$ cat src/rtl/leitor_fila_pedidos.sv
// leitor_fila_pedidos: read-side consumer of the 16-entry request queue RAM.
// Watches the head entry (addr 0) and offers it to the motion controller over
// a valid/ready handshake. After the stop is accepted it pops the head with a
// one-cycle shift pulse. It tracks occupancy from writer push strobes and its
// own pops, and issues a one-cycle queue clear on flush.
//
// Optional feature (macro LEITOR_SKIP_SAME_FLOOR_EN): entries whose target
// floor equals andar_atual are popped without being offered.
//
// Ports:
//   clk, reset        rising-edge clock, synchronous active-high reset
//   push              writer stored one entry this cycle
//   flush             request full queue clear
//   ram_eh_origem, ram_tipo, ram_origem, ram_destino
//                     head entry fields from the RAM
//   andar_atual       current floor (only used with the optional feature)
//   ram_addr          read address to the RAM, always 0 (head)
//   ram_shift         one-cycle pop pulse to the RAM
//   ram_clear         one-cycle clear pulse to the RAM
//   stop_valid, stop_ready
//                     handshake with the motion controller
//   stop_andar, stop_eh_origem, stop_tipo
//                     latched stop fields
//   occupancy         entries currently in the queue
//   empty, full       occupancy == 0 and occupancy == DEPTH
//   overflow          sticky flag: a push arrived while the queue was full
module leitor_fila_pedidos #(
  parameter int unsigned DEPTH  = 16,
  parameter int unsigned CNT_W  = 5,
  parameter int unsigned RD_LAT = 1
) (
  input  logic             clk,
  input  logic             reset,
  input  logic             push,
  input  logic             flush,
  input  logic             ram_eh_origem,
  input  logic [1:0]       ram_tipo,
  input  logic [1:0]       ram_origem,
  input  logic [1:0]       ram_destino,
  input  logic [1:0]       andar_atual,
  output logic [3:0]       ram_addr,
  output logic             ram_shift,
  output logic             ram_clear,
  output logic             stop_valid,
  input  logic             stop_ready,
  output logic [1:0]       stop_andar,
  output logic             stop_eh_origem,
  output logic [1:0]       stop_tipo,
  output logic [CNT_W-1:0] occupancy,
  output logic             empty,
  output logic             full,
  output logic             overflow
);

  localparam int unsigned LAT_W = (RD_LAT > 1) ? $clog2(RD_LAT) : 1;

  typedef enum logic [1:0] {
    IDLE  = 2'd0,
    FETCH = 2'd1,
    OFFER = 2'd2,
    POP   = 2'd3
  } state_t;

  state_t           state;
  logic [LAT_W-1:0] lat_cnt;

  logic [1:0]       head_andar_c;
  logic             fetch_done_c;
  logic             skip_c;
  logic             pop_c;
  logic             at_full_c;
  logic [CNT_W-1:0] occ_nxt_c;

  // The queue is always read at its head.
  assign ram_addr = 4'd0;

  // Target floor, pop decision and next occupancy.
  always_comb begin
    head_andar_c = ram_eh_origem ? ram_origem : ram_destino;
    fetch_done_c = (state == FETCH) && (lat_cnt == LAT_W'(RD_LAT - 1));
`ifdef LEITOR_SKIP_SAME_FLOOR_EN
    skip_c       = fetch_done_c && (head_andar_c == andar_atual);
`else
    skip_c       = 1'b0;
`endif
    pop_c        = skip_c || ((state == OFFER) && stop_valid && stop_ready);
    at_full_c    = (occupancy == CNT_W'(DEPTH));
    occ_nxt_c    = occupancy;
    if (push && !pop_c) begin
      if (!at_full_c) occ_nxt_c = occupancy + CNT_W'(1);
    end else if (!push && pop_c) begin
      occ_nxt_c = occupancy - CNT_W'(1);
    end
  end

`ifndef LEITOR_SKIP_SAME_FLOOR_EN
  // andar_atual has no function when same-floor skipping is disabled.
  logic unused_andar;
  assign unused_andar = ^andar_atual;
`endif

  // Controller FSM with registered outputs.
  always_ff @(posedge clk) begin
    if (reset) begin
      state          <= IDLE;
      lat_cnt        <= '0;
      ram_shift      <= 1'b0;
      ram_clear      <= 1'b0;
      stop_valid     <= 1'b0;
      stop_andar     <= 2'd0;
      stop_eh_origem <= 1'b0;
      stop_tipo      <= 2'd0;
      occupancy      <= '0;
      empty          <= 1'b1;
      full           <= 1'b0;
      overflow       <= 1'b0;
    end else if (flush) begin
      // A flush overrides any push or handshake in the same cycle.
      state      <= IDLE;
      lat_cnt    <= '0;
      ram_shift  <= 1'b0;
      ram_clear  <= 1'b1;
      stop_valid <= 1'b0;
      occupancy  <= '0;
      empty      <= 1'b1;
      full       <= 1'b0;
    end else begin
      ram_shift <= 1'b0;
      ram_clear <= 1'b0;
      occupancy <= occ_nxt_c;
      empty     <= (occ_nxt_c == '0);
      full      <= (occ_nxt_c == CNT_W'(DEPTH));
      // A push that coincides with a pop is absorbed, so it is not an overflow.
      if (push && !pop_c && at_full_c) overflow <= 1'b1;

      case (state)
        IDLE: begin
          if (occupancy != '0) begin
            state   <= FETCH;
            lat_cnt <= '0;
          end
        end
        FETCH: begin
          if (skip_c) begin
            state     <= POP;
            ram_shift <= 1'b1;
          end else if (fetch_done_c) begin
            stop_andar     <= head_andar_c;
            stop_eh_origem <= ram_eh_origem;
            stop_tipo      <= ram_tipo;
            stop_valid     <= 1'b1;
            state          <= OFFER;
          end else begin
            lat_cnt <= lat_cnt + LAT_W'(1);
          end
        end
        OFFER: begin
          if (pop_c) begin
            stop_valid <= 1'b0;
            ram_shift  <= 1'b1;
            state      <= POP;
          end
        end
        POP: begin
          // occupancy already reflects the pop made on entry to POP.
          if (occupancy != '0) begin
            state   <= FETCH;
            lat_cnt <= '0;
          end else begin
            state <= IDLE;
          end
        end
        default: state <= IDLE;
      endcase
    end
  end

endmodule

$ cat config.mk
export PLATFORM = sky130hd
export DESIGN_NAME = leitor_fila_pedidos
export DESIGN_NICKNAME = d
export VERILOG_FILES = /design/src/rtl/leitor_fila_pedidos.sv
export SDC_FILE = /design/constraint.sdc
export NUM_CORES = 1
export LEC_CHECK = 0
export CAP_MARGIN = 10
export CORE_ASPECT_RATIO = 1.1
export CORE_UTILIZATION = 40
export DETAILED_ROUTE_END_ITERATION = 10
export GPL_TIMING_DRIVEN = 1
export PLACE_DENSITY = 0.77
export SLEW_MARGIN = 20
export SYNTH_ARGS = -nofsm -noshare
export SYNTH_HDL_FRONTEND = slang
export SYNTH_SLANG_ARGS = --single-unit
$ cat constraint.sdc
create_clock -name clk -period 3.35 [get_ports clk]
set_input_delay 0.8375 -clock clk [delete_from_list [all_inputs] [get_ports clk]]
set_output_delay 0.8375 -clock clk [all_outputs]
set_load 0.01 [all_outputs]
Yosys cells after proc, flatten, opt, wreduce, memory -nomap -nowiden:

Cells that the tools add are included.

* add/subtract/negate cells: 3
* bitwise operators: 3
* mux-type cells: 17
* eq/ne operators: 10
* reduce and logical (&&, ||, !) cells: 21

Operator list (number)
* two-way mux 5 bit: 3
* AND reduction 3 bit: 4
* == test 5 bit, second input constant: 2
* two-way mux 2 bit: 4
* inequality test 2 bit, second input constant: 4
* one-hot mux 2 bit (4 select lines): 1
* two-way mux 1 bit: 7
* logical AND 1 bit: 6
* adder 5 x 1 -> 5 bit, second input constant: 1
* logical NOT 5 bit: 1
* nonzero test 5 bit: 1
* subtractor 5 x 1 -> 5 bit, second input constant: 1
* == test 2 bit, second input constant: 2
* one-hot mux 1 bit (2 select lines): 2
* nonzero test 2 bit: 2
* OR reduction 2 bit: 2
* inverter 1 bit: 3
* OR reduction 3 bit: 1
* == test 2 x 1 -> 1 bit, second input constant: 1
* logical NOT 1 bit: 2
* logical NOT 2 bit: 1
* inequality test 2 x 1 -> 1 bit, second input constant: 1
* AND reduction 2 bit: 1
* adder 1 bit, second input constant: 1

* logic and storage cells: 66
* register bits: 19
* input port bits: 14

Longest topological paths before layout:

Gate-level depths: netlist of run 1.

* depth in word-level cells: 7
* mapped depth: 8

Least setup slack after synthesis of run 1:

No wires, ideal clock.

* path type: input -> register
* from: in push
* to: reg empty
* required time: 3.263 ns
* arrival time: 2.025 ns
* setup slack: 1.238 ns
* library setup time: 0.087 ns
* stages: 6
* path buffers: 1
* path through: buf_6 -> or4b_1 -> mux2i_1 -> xor2_1 -> and2_2 -> o31ai_1

* longest elaborated chain between the ends: 5
* elaborated cells on any way between the ends: 6
* those cells by class: mux: 2; reduce/logical: 4

Ends and longest elaborated chain
* start, declared: line 34 `input logic push,`
* logical NOT 1 bit: line 91 `end else if (!push && pop_c) begin`
* logical AND 1 bit: line 91
* two-way mux 5 bit: line 91
* two-way mux 5 bit (*): line 89 `if (push && !pop_c) begin`
* logical NOT 5 bit (*): line 131 `empty <= (occ_nxt_c == '0);`
* end signal, assigned: line 131
* end, declared: line 50 `output logic empty,`

Mark *: on every way between the ends. The rest lies on a longest branch, timed or not.
A chain may end at the register's enable or synchronous reset.

Worst setup path in the final report of run 1:

Same ends and word-level chain as after synthesis.

==> results of run 1 <==
==> registers in the layout, summed over array words and instances (netlist names), 2 cells and up <==
name and count:
stop_tipo 2, stop_andar 2, occupancy 5, state 2
==> per-stage QoR <==
| step | total power [mW] | utilization | area (um^2) |
|---|---|---|---|
| 2_1_floorplan | 0.281 | - | 1110 |
| 3_3_place_gp | 0.303 | 0.534 | 1360 |
| 3_5_place_dp | 0.305 | 0.534 | 1360 |
| 4_1_cts | 0.423 | 0.545 | 1390 |
| 5_1_grt | 0.441 | 0.545 | 1390 |
| 6_report | 0.419 | 0.545 | 1390 |
==> synth_stat cells, types with 4 or more instances <==
| library cell | count |
|---|---|
| dfxtp_1 | 19 |
| nor2_1 | 15 |
| ha_1 | 8 |
| mux2i_1 | 7 |
| nand3_1 | 7 |
| inv_1 | 6 |
| nand2_1 | 6 |
| a21oi_1 | 5 |
| buf_4 | 5 |
| o21ai_0 | 5 |
| nor3_1 | 4 |
==> power groups by stage <==
stage	registers, mW	logic (mW)	clock network [mW]
after floorplan	0.241	0.0399	0
after global placement	0.240	0.0632	0
after detailed placement	0.240	0.0650	0
after CTS	0.235	0.0655	0.122
after global routing	0.236	0.0719	0.133
final	0.235	0.0652	0.119
==> cells by family after synthesis <==
kind of cell	count (synthesis)
compound gates	20
mux	7
simple gates	51
buf+inv	14
xor+xnor	2
fa+ha+maj	8
flops	19
other cells	1
==> final cells by class <==
cell class,instances,share of cell area
clock buffer,3,0.0163
multi-input combinational,92,0.466
timing repair buffer,27,0.195
sequential,19,0.275
tap,31,0.0280
clock inverter,1,0.00361
inverter,6,0.0163
==> worst max-delay path by stage <==
stage               from     to  slack (ns)
floorplan           push  empty        1.24
global placement    push  empty        0.63
CTS                 push  empty        0.91
global route        push  empty        0.78
detailed placement  push  empty        0.63
finish              push  empty        0.91
==> metal layers <==
layer	share of wire	track usage
met5	0	0
met1	0.46	0.221
met2	0.48	0.277
met4	0.012	0.0695
met3	0.046	0.0347
==> worst max-delay path, delay by kind of cell <==
kind	cells	cell delay [ns]
xor gates and xnor gates	1	0.11
muxes	1	0.18
buffers and inverters	1	0.57
and+or+nand+nor	2	0.75
AOI/OAI and AO/OA	1	0.22
==> metrics.md, run 1 <==
| Metric | Value |
|---|---|
| Crit Path Category | `input port to flop` |
| RSZ-0062 raised after global routing | `false` |
| Hold path depth | `2` |
| Worst Tran Pin Value | `0.517 ns` |
| Commonest non-fill, non-tap cell in the layout | `clkdlybuf4s50_1` |
| Fmax | `409 MHz` |
| Bufs on Longest Clock Path | `2` |
| #FFs+latches synth | `19` |
| Sequential element share of the synthesized area | `0.347` |
| Largest family of logic cells by synthesized area | `simple AND/OR/NAND/NOR gates` |
| Clock share of power | `0.284` |
| YS warnings | `0` |
| Status | `finished, final reports clean` |
| Async set or reset register ratio after synthesis | `0` |
| Synth Flop Type | `dfxtp_1` |
| Critical-path cell list | `clkdlybuf4s50_1 > or4b_1 > mux2i_1 > xor2_1 > and2_2 > o31ai_1` |
| Remaining DRCs | `0` |
| CP Capture Type | `flop` |
| Post-synthesis simple-gate area fraction | `0.275` |
| Max-cap violations | `0` |
| Port bufs | `27` |
| CTS tree | `yes` |
| HP Class | `flop to flop` |
| Routed len/inst | `12.5 um` |
| Die width | `51.9 um` |
| H-tree levels | `1` |
| # fillers | `230` |
| Internal | `0.310 mW` |
| DR iter-0 viols | `25` |
| Post-synth EDFFs | `0` |
| CTS sink cnt | `19` |
| Dpl cells | `175` |
| Die Area | `0.00296 mm^2` |
| DP Wirelength | `1680 um` |
| Clk Latency, worst-skew pair | `0.30 ns` |
| Hold path start | `overflow` |
| Worst flop-to-flop path startpoint | `occupancy[0]` |
| CP startpoint kind | `input port` |
| Post-synthesis xor/xnor area fraction | `0.0160` |
| Clock Skew | `0.0136 ns` |
| Via density | `5.27` |
| IO Pins | `34` |
| Initial antenna violation count | `0` |
| Setup bufs post-CTS | `0` |
| Fin Hold WS | `0.490 ns` |
| Cells after Synth | `122` |
| Routed Wire Length | `2240 um` |
| Worst path required time | `3.58 ns` |
| Synth area leaders | `dfxtp_1 35%, ha_1 9.1%, mux2i_1 6.4%` |
| Vias | `943` |
| Slew Limit Fails | `0` |
| Yosys cell types | `42` |
| Reg2Reg Capture Point | `state[0]` |
| Post-synthesis mux area share | `0.0639` |
| GRT overflow | `0` |
| Comb pwr share | `0.156` |
| Pwr dens | `303 mW/mm^2` |
| Setup TNS | `0 ns` |
| Worst EP arrival | `2.67 ns` |
| Yosys top cell area share | `0.347` |
| Post-synthesis cell area | `0.00110 mm^2` |
| Gpl congestion | `0.779` |
| Root Driver | `clkbuf_4` |
| R2r setup slk | `1.24 ns` |
| Area of the multi-input gates | `646 um^2` |
| # diodes | `0` |
| Minimum clock period | `2.44 ns` |
| CTS resizes | `0` |
| Post-synthesis compound-gate area fraction | `0.129` |
| FP Rows | `19` |
| Synth Area in Adders | `0.0912` |
| Final Hold Viols | `0` |
| Leakage | `0.510 nW` |
| Most frequent cells in the layout | `27 x clkdlybuf4s50_1, 19 x dfxtp_1, 15 x nor2_1` |
| Pre-CTS setup slack | `0.626 ns` |
| Global-route wire length before repair | `3900 um` |
| Clk pin slew, worst setup/hold paths | `0.12 ns` |
| Slowest cell delay on critical path | `0.57 ns` |
| Die Ht | `56.9 um` |
| TritonRoute pass-1 iters | `4` |
| Starting Density | `0.431` |
| Routed Antenna Nets | `0` |
| R2R depth | `7` |
| # hold bufs at CTS | `0` |
| Fin crit share | `0.730` |
| Layout area overhead | `26.2%` |
| Largest net degree at the start of global routing | `12` |
| Ratio of cells with drive above 1 in the final layout | `0.101` |
| Peak VDD IR | `0.219 mV` |
| Core Area | `0.00254 mm^2` |
| Reg area | `380 um^2` |
| Worst Hold End | `overflow` |
| NetSw | `0.110 mW` |
| Switching share of power | `0.262` |
| Yosys top cell by area | `dfxtp_1` |
| CP Max Fanout | `10` |
| Sequential power share | `0.561` |
| Worst path slowest cell | `clkdlybuf4s50_1` |
| Relative slew slack | `0.654` |
| Mean post-synth cell area | `8.99 um^2` |
| Final non-filler cell total | `179` |
| Total global routing track utilization | `0.172` |
| Vias in the first global route | `903` |
| Cts bufs inserted | `3` |
| Total Nets Final | `171` |
| Final setup fails | `0` |
| Post-route worst setup slack | `0.905 ns` |
Power figures use the tool's default switching activity.
==> inputs of run 2 (changes only) <==
--- a/config.mk
+++ b/config.mk
@@ -10,7 +10,7 @@
 export CORE_UTILIZATION = 40
 export DETAILED_ROUTE_END_ITERATION = 10
 export GPL_TIMING_DRIVEN = 1
-export PLACE_DENSITY = 0.77
+export PLACE_DENSITY = 0.8
 export SLEW_MARGIN = 20
 export SYNTH_ARGS = -nofsm -noshare
 export SYNTH_HDL_FRONTEND = slang
==> constraint.sdc (replaced) <==
create_clock -name clk -period 2.2 [get_ports clk]
set_input_delay 0.55 -clock clk [delete_from_list [all_inputs] [get_ports clk]]
set_output_delay 0.55 -clock clk [all_outputs]
set_load 0.01 [all_outputs]
==> run 2 against run 1 <==
Core utilization increased by 2.1 points; flip-flop and latch count is the same; clock skew is 0.0059 ns lower; count of clock-buffer cells in the layout did not move; non-clock buffer count is 7 higher; die area stayed put; highest routed layer unchanged.
==> metrics.md, run 2 (synthesis gave the netlist of run 1 again) <==
| Metric | Value |
|---|---|
| # fillers | `221 (-3.9%)` |
| DR iter-0 viols | `34 (+36%)` |
| Slew Limit Fails | `0 (unchanged)` |
| Clk Latency, worst-skew pair | `0.31 ns (about the same)` |
| Ratio of cells with drive above 1 in the final layout | `0.142 (+0.0406)` |
| Hold path start | `overflow` |
| Routed Wire Length | `2310 um (+3.4%)` |
| Pwr dens | `451 mW/mm^2 (+49%)` |
| Final setup fails | `0 (unchanged)` |
| R2r setup slk | `0.16 ns (-1.08 ns)` |
| Area of the multi-input gates | `646 um^2 (unchanged)` |
| Pre-CTS setup slack | `-0.0677 ns (-0.694 ns)` |
| Minimum clock period | `2.04 ns` |
| Die Ht | `56.9 um (unchanged)` |
| Worst EP arrival | `2.27 ns (-0.40 ns)` |
| # diodes | `0 (unchanged)` |
| CP Capture Type | `flop` |
| Die width | `51.9 um (unchanged)` |
| Peak VDD IR | `0.340 mV (+55%)` |
| Initial antenna violation count | `0 (unchanged)` |
| Max-cap violations | `0 (unchanged)` |
| Core Area | `0.00254 mm^2 (unchanged)` |
| Bufs on Longest Clock Path | `2 (unchanged)` |
| TritonRoute pass-1 iters | `4 (unchanged)` |
| CTS resizes | `0 (unchanged)` |
| CP Max Fanout | `6 (-4)` |
| Hold path depth | `2 (unchanged)` |
| Final Hold Viols | `0 (unchanged)` |
| FP Rows | `19 (unchanged)` |
| Power consumption | `0.649 mW (+55%)` |
| DP Wirelength | `1750 um (+3.6%)` |
| Most frequent cells in the layout | `27 x clkdlybuf4s50_1, 19 x dfxtp_1, 15 x nor2_1` |
| Via density | `5.26 (-0.19%)` |
| Clk pin slew, worst setup/hold paths | `0.12 ns (about the same)` |
| Die Area | `0.00296 mm^2 (unchanged)` |
| CTS sink cnt | `19 (unchanged)` |
| Largest net degree at the start of global routing | `12 (unchanged)` |
| # hold bufs at CTS | `0 (unchanged)` |
| CP startpoint kind | `flop` |
| Root Driver | `clkbuf_4` |
| Cts bufs inserted | `3 (unchanged)` |
| Total Nets Final | `178 (+4.1%)` |
| Worst flop-to-flop path startpoint | `occupancy[0]` |
| Remaining DRCs | `0 (unchanged)` |
| Routed Antenna Nets | `0 (unchanged)` |
| Post-route worst setup slack | `0.160 ns (-0.745 ns)` |
| Setup TNS | `0 ns (unchanged)` |
| Routed len/inst | `12.4 um (-0.45%)` |
| Reg2Reg Capture Point | `state[0]` |
| Port bufs | `27 (unchanged)` |
| Starting Density | `0.431 (unchanged)` |
| Layout area overhead | `31.0%` |
| Largest register FFs | `5 (unchanged)` |
| Top reg by flops | `occupancy` |
| GRT overflow | `0 (unchanged)` |
| Crit Path Category | `flop to flop` |
| Vias in the first global route | `958 (+6.1%)` |
| Status | `finished, final reports clean` |
| RSZ-0062 raised after global routing | `false` |
| Worst path required time | `2.43 ns (-1.15 ns)` |
| Fmax | `490 MHz` |
| Setup bufs post-CTS | `0 (unchanged)` |
| Global-route wire length before repair | `4090 um (+5.0%)` |
| CTS tree | `yes` |
| Commonest non-fill, non-tap cell in the layout | `clkdlybuf4s50_1` |
| Fin crit share | `0.927` |
| Gpl congestion | `0.807 (+3.6%)` |
| Total global routing track utilization | `0.181 (+0.00894)` |
| R2R depth | `8 (+1)` |
| IO Pins | `34 (unchanged)` |
| Vias | `978 (+3.7%)` |
| Worst Hold End | `overflow` |
| Reg area | `380 um^2 (unchanged)` |
| Leakage | `0.543 nW (+6.5%)` |
| Clock Skew | `0.00773 ns (-0.00589 ns)` |
| H-tree levels | `1 (unchanged)` |
| HP Class | `flop to flop` |
## run 2: cell types whose count changed in the layout (fill, tap and decap cells not counted), sizes merged
cell	delta
buf	+7
## run 2: final cells by class
type | count | share of cell area
clock buffers | 3 | 0.0157
clock inverters | 1 | 0.00348
inverters | 6 | 0.0157
multi-input cells | 92 | 0.449
well taps | 31 | 0.0270
repair buffers | 34 | 0.225
flip-flops and latches | 19 | 0.265
## run 2: metal layers
metal	share of wire	wire, um	track usage	vias up
met2	0.47	1100	0.304	36
li1	-	-	-	489
met4	0.020	46	0.0927	0
met3	0.050	115	0.0213	5
met5	0	0	0	-
met1	0.46	1060	0.222	448
## run 2: worst max-delay path by stage
stage                 startpoint        to  slack, ns  cells past startpoint
floorplan           occupancy[0]  state[0]       0.32                      7
global placement            push     empty      -0.07                      6
detailed placement          push     empty      -0.07                      6
CTS                 occupancy[0]  state[0]       0.14                      7
global route        occupancy[0]  state[0]       0.06                      8
finish              occupancy[0]  state[0]       0.16                      8
## run 2: power breakdown
part / total [mW] / internal (mW) / switching [mW]
logic: 0.107 / 0.0585 / 0.0481
registers: 0.358 / 0.351 / 0.00672
clock network: 0.184 / 0.0679 / 0.116
## run 2: worst max-delay path, cell delays in order, from the launching register on
cell and delay [ns]:
dfxtp_1 0.38, inv_1 0.14, ha_1 0.25, or3b_2 0.49, nor2_1 0.11, a222oi_1 0.10, buf_4 0.16, and4b_1 0.17
a211oi_2 0.17
## run 2: metrics by stage
| stage | cells | cell area (um^2) | util | hold slack [ns] |
|---|---|---|---|---|
| 2_1_floorplan | 125 | 1110 | - | 0.499 |
| 6_report | 186 | 1440 | 0.565 | 0.515 |
| 4_1_cts | 185 | 1430 | 0.562 | 0.523 |
| 3_3_place_gp | 181 | 1400 | 0.551 | 0.461 |
| 5_1_grt | 186 | 1440 | 0.565 | 0.560 |
| 3_5_place_dp | 181 | 1400 | 0.551 | 0.493 |
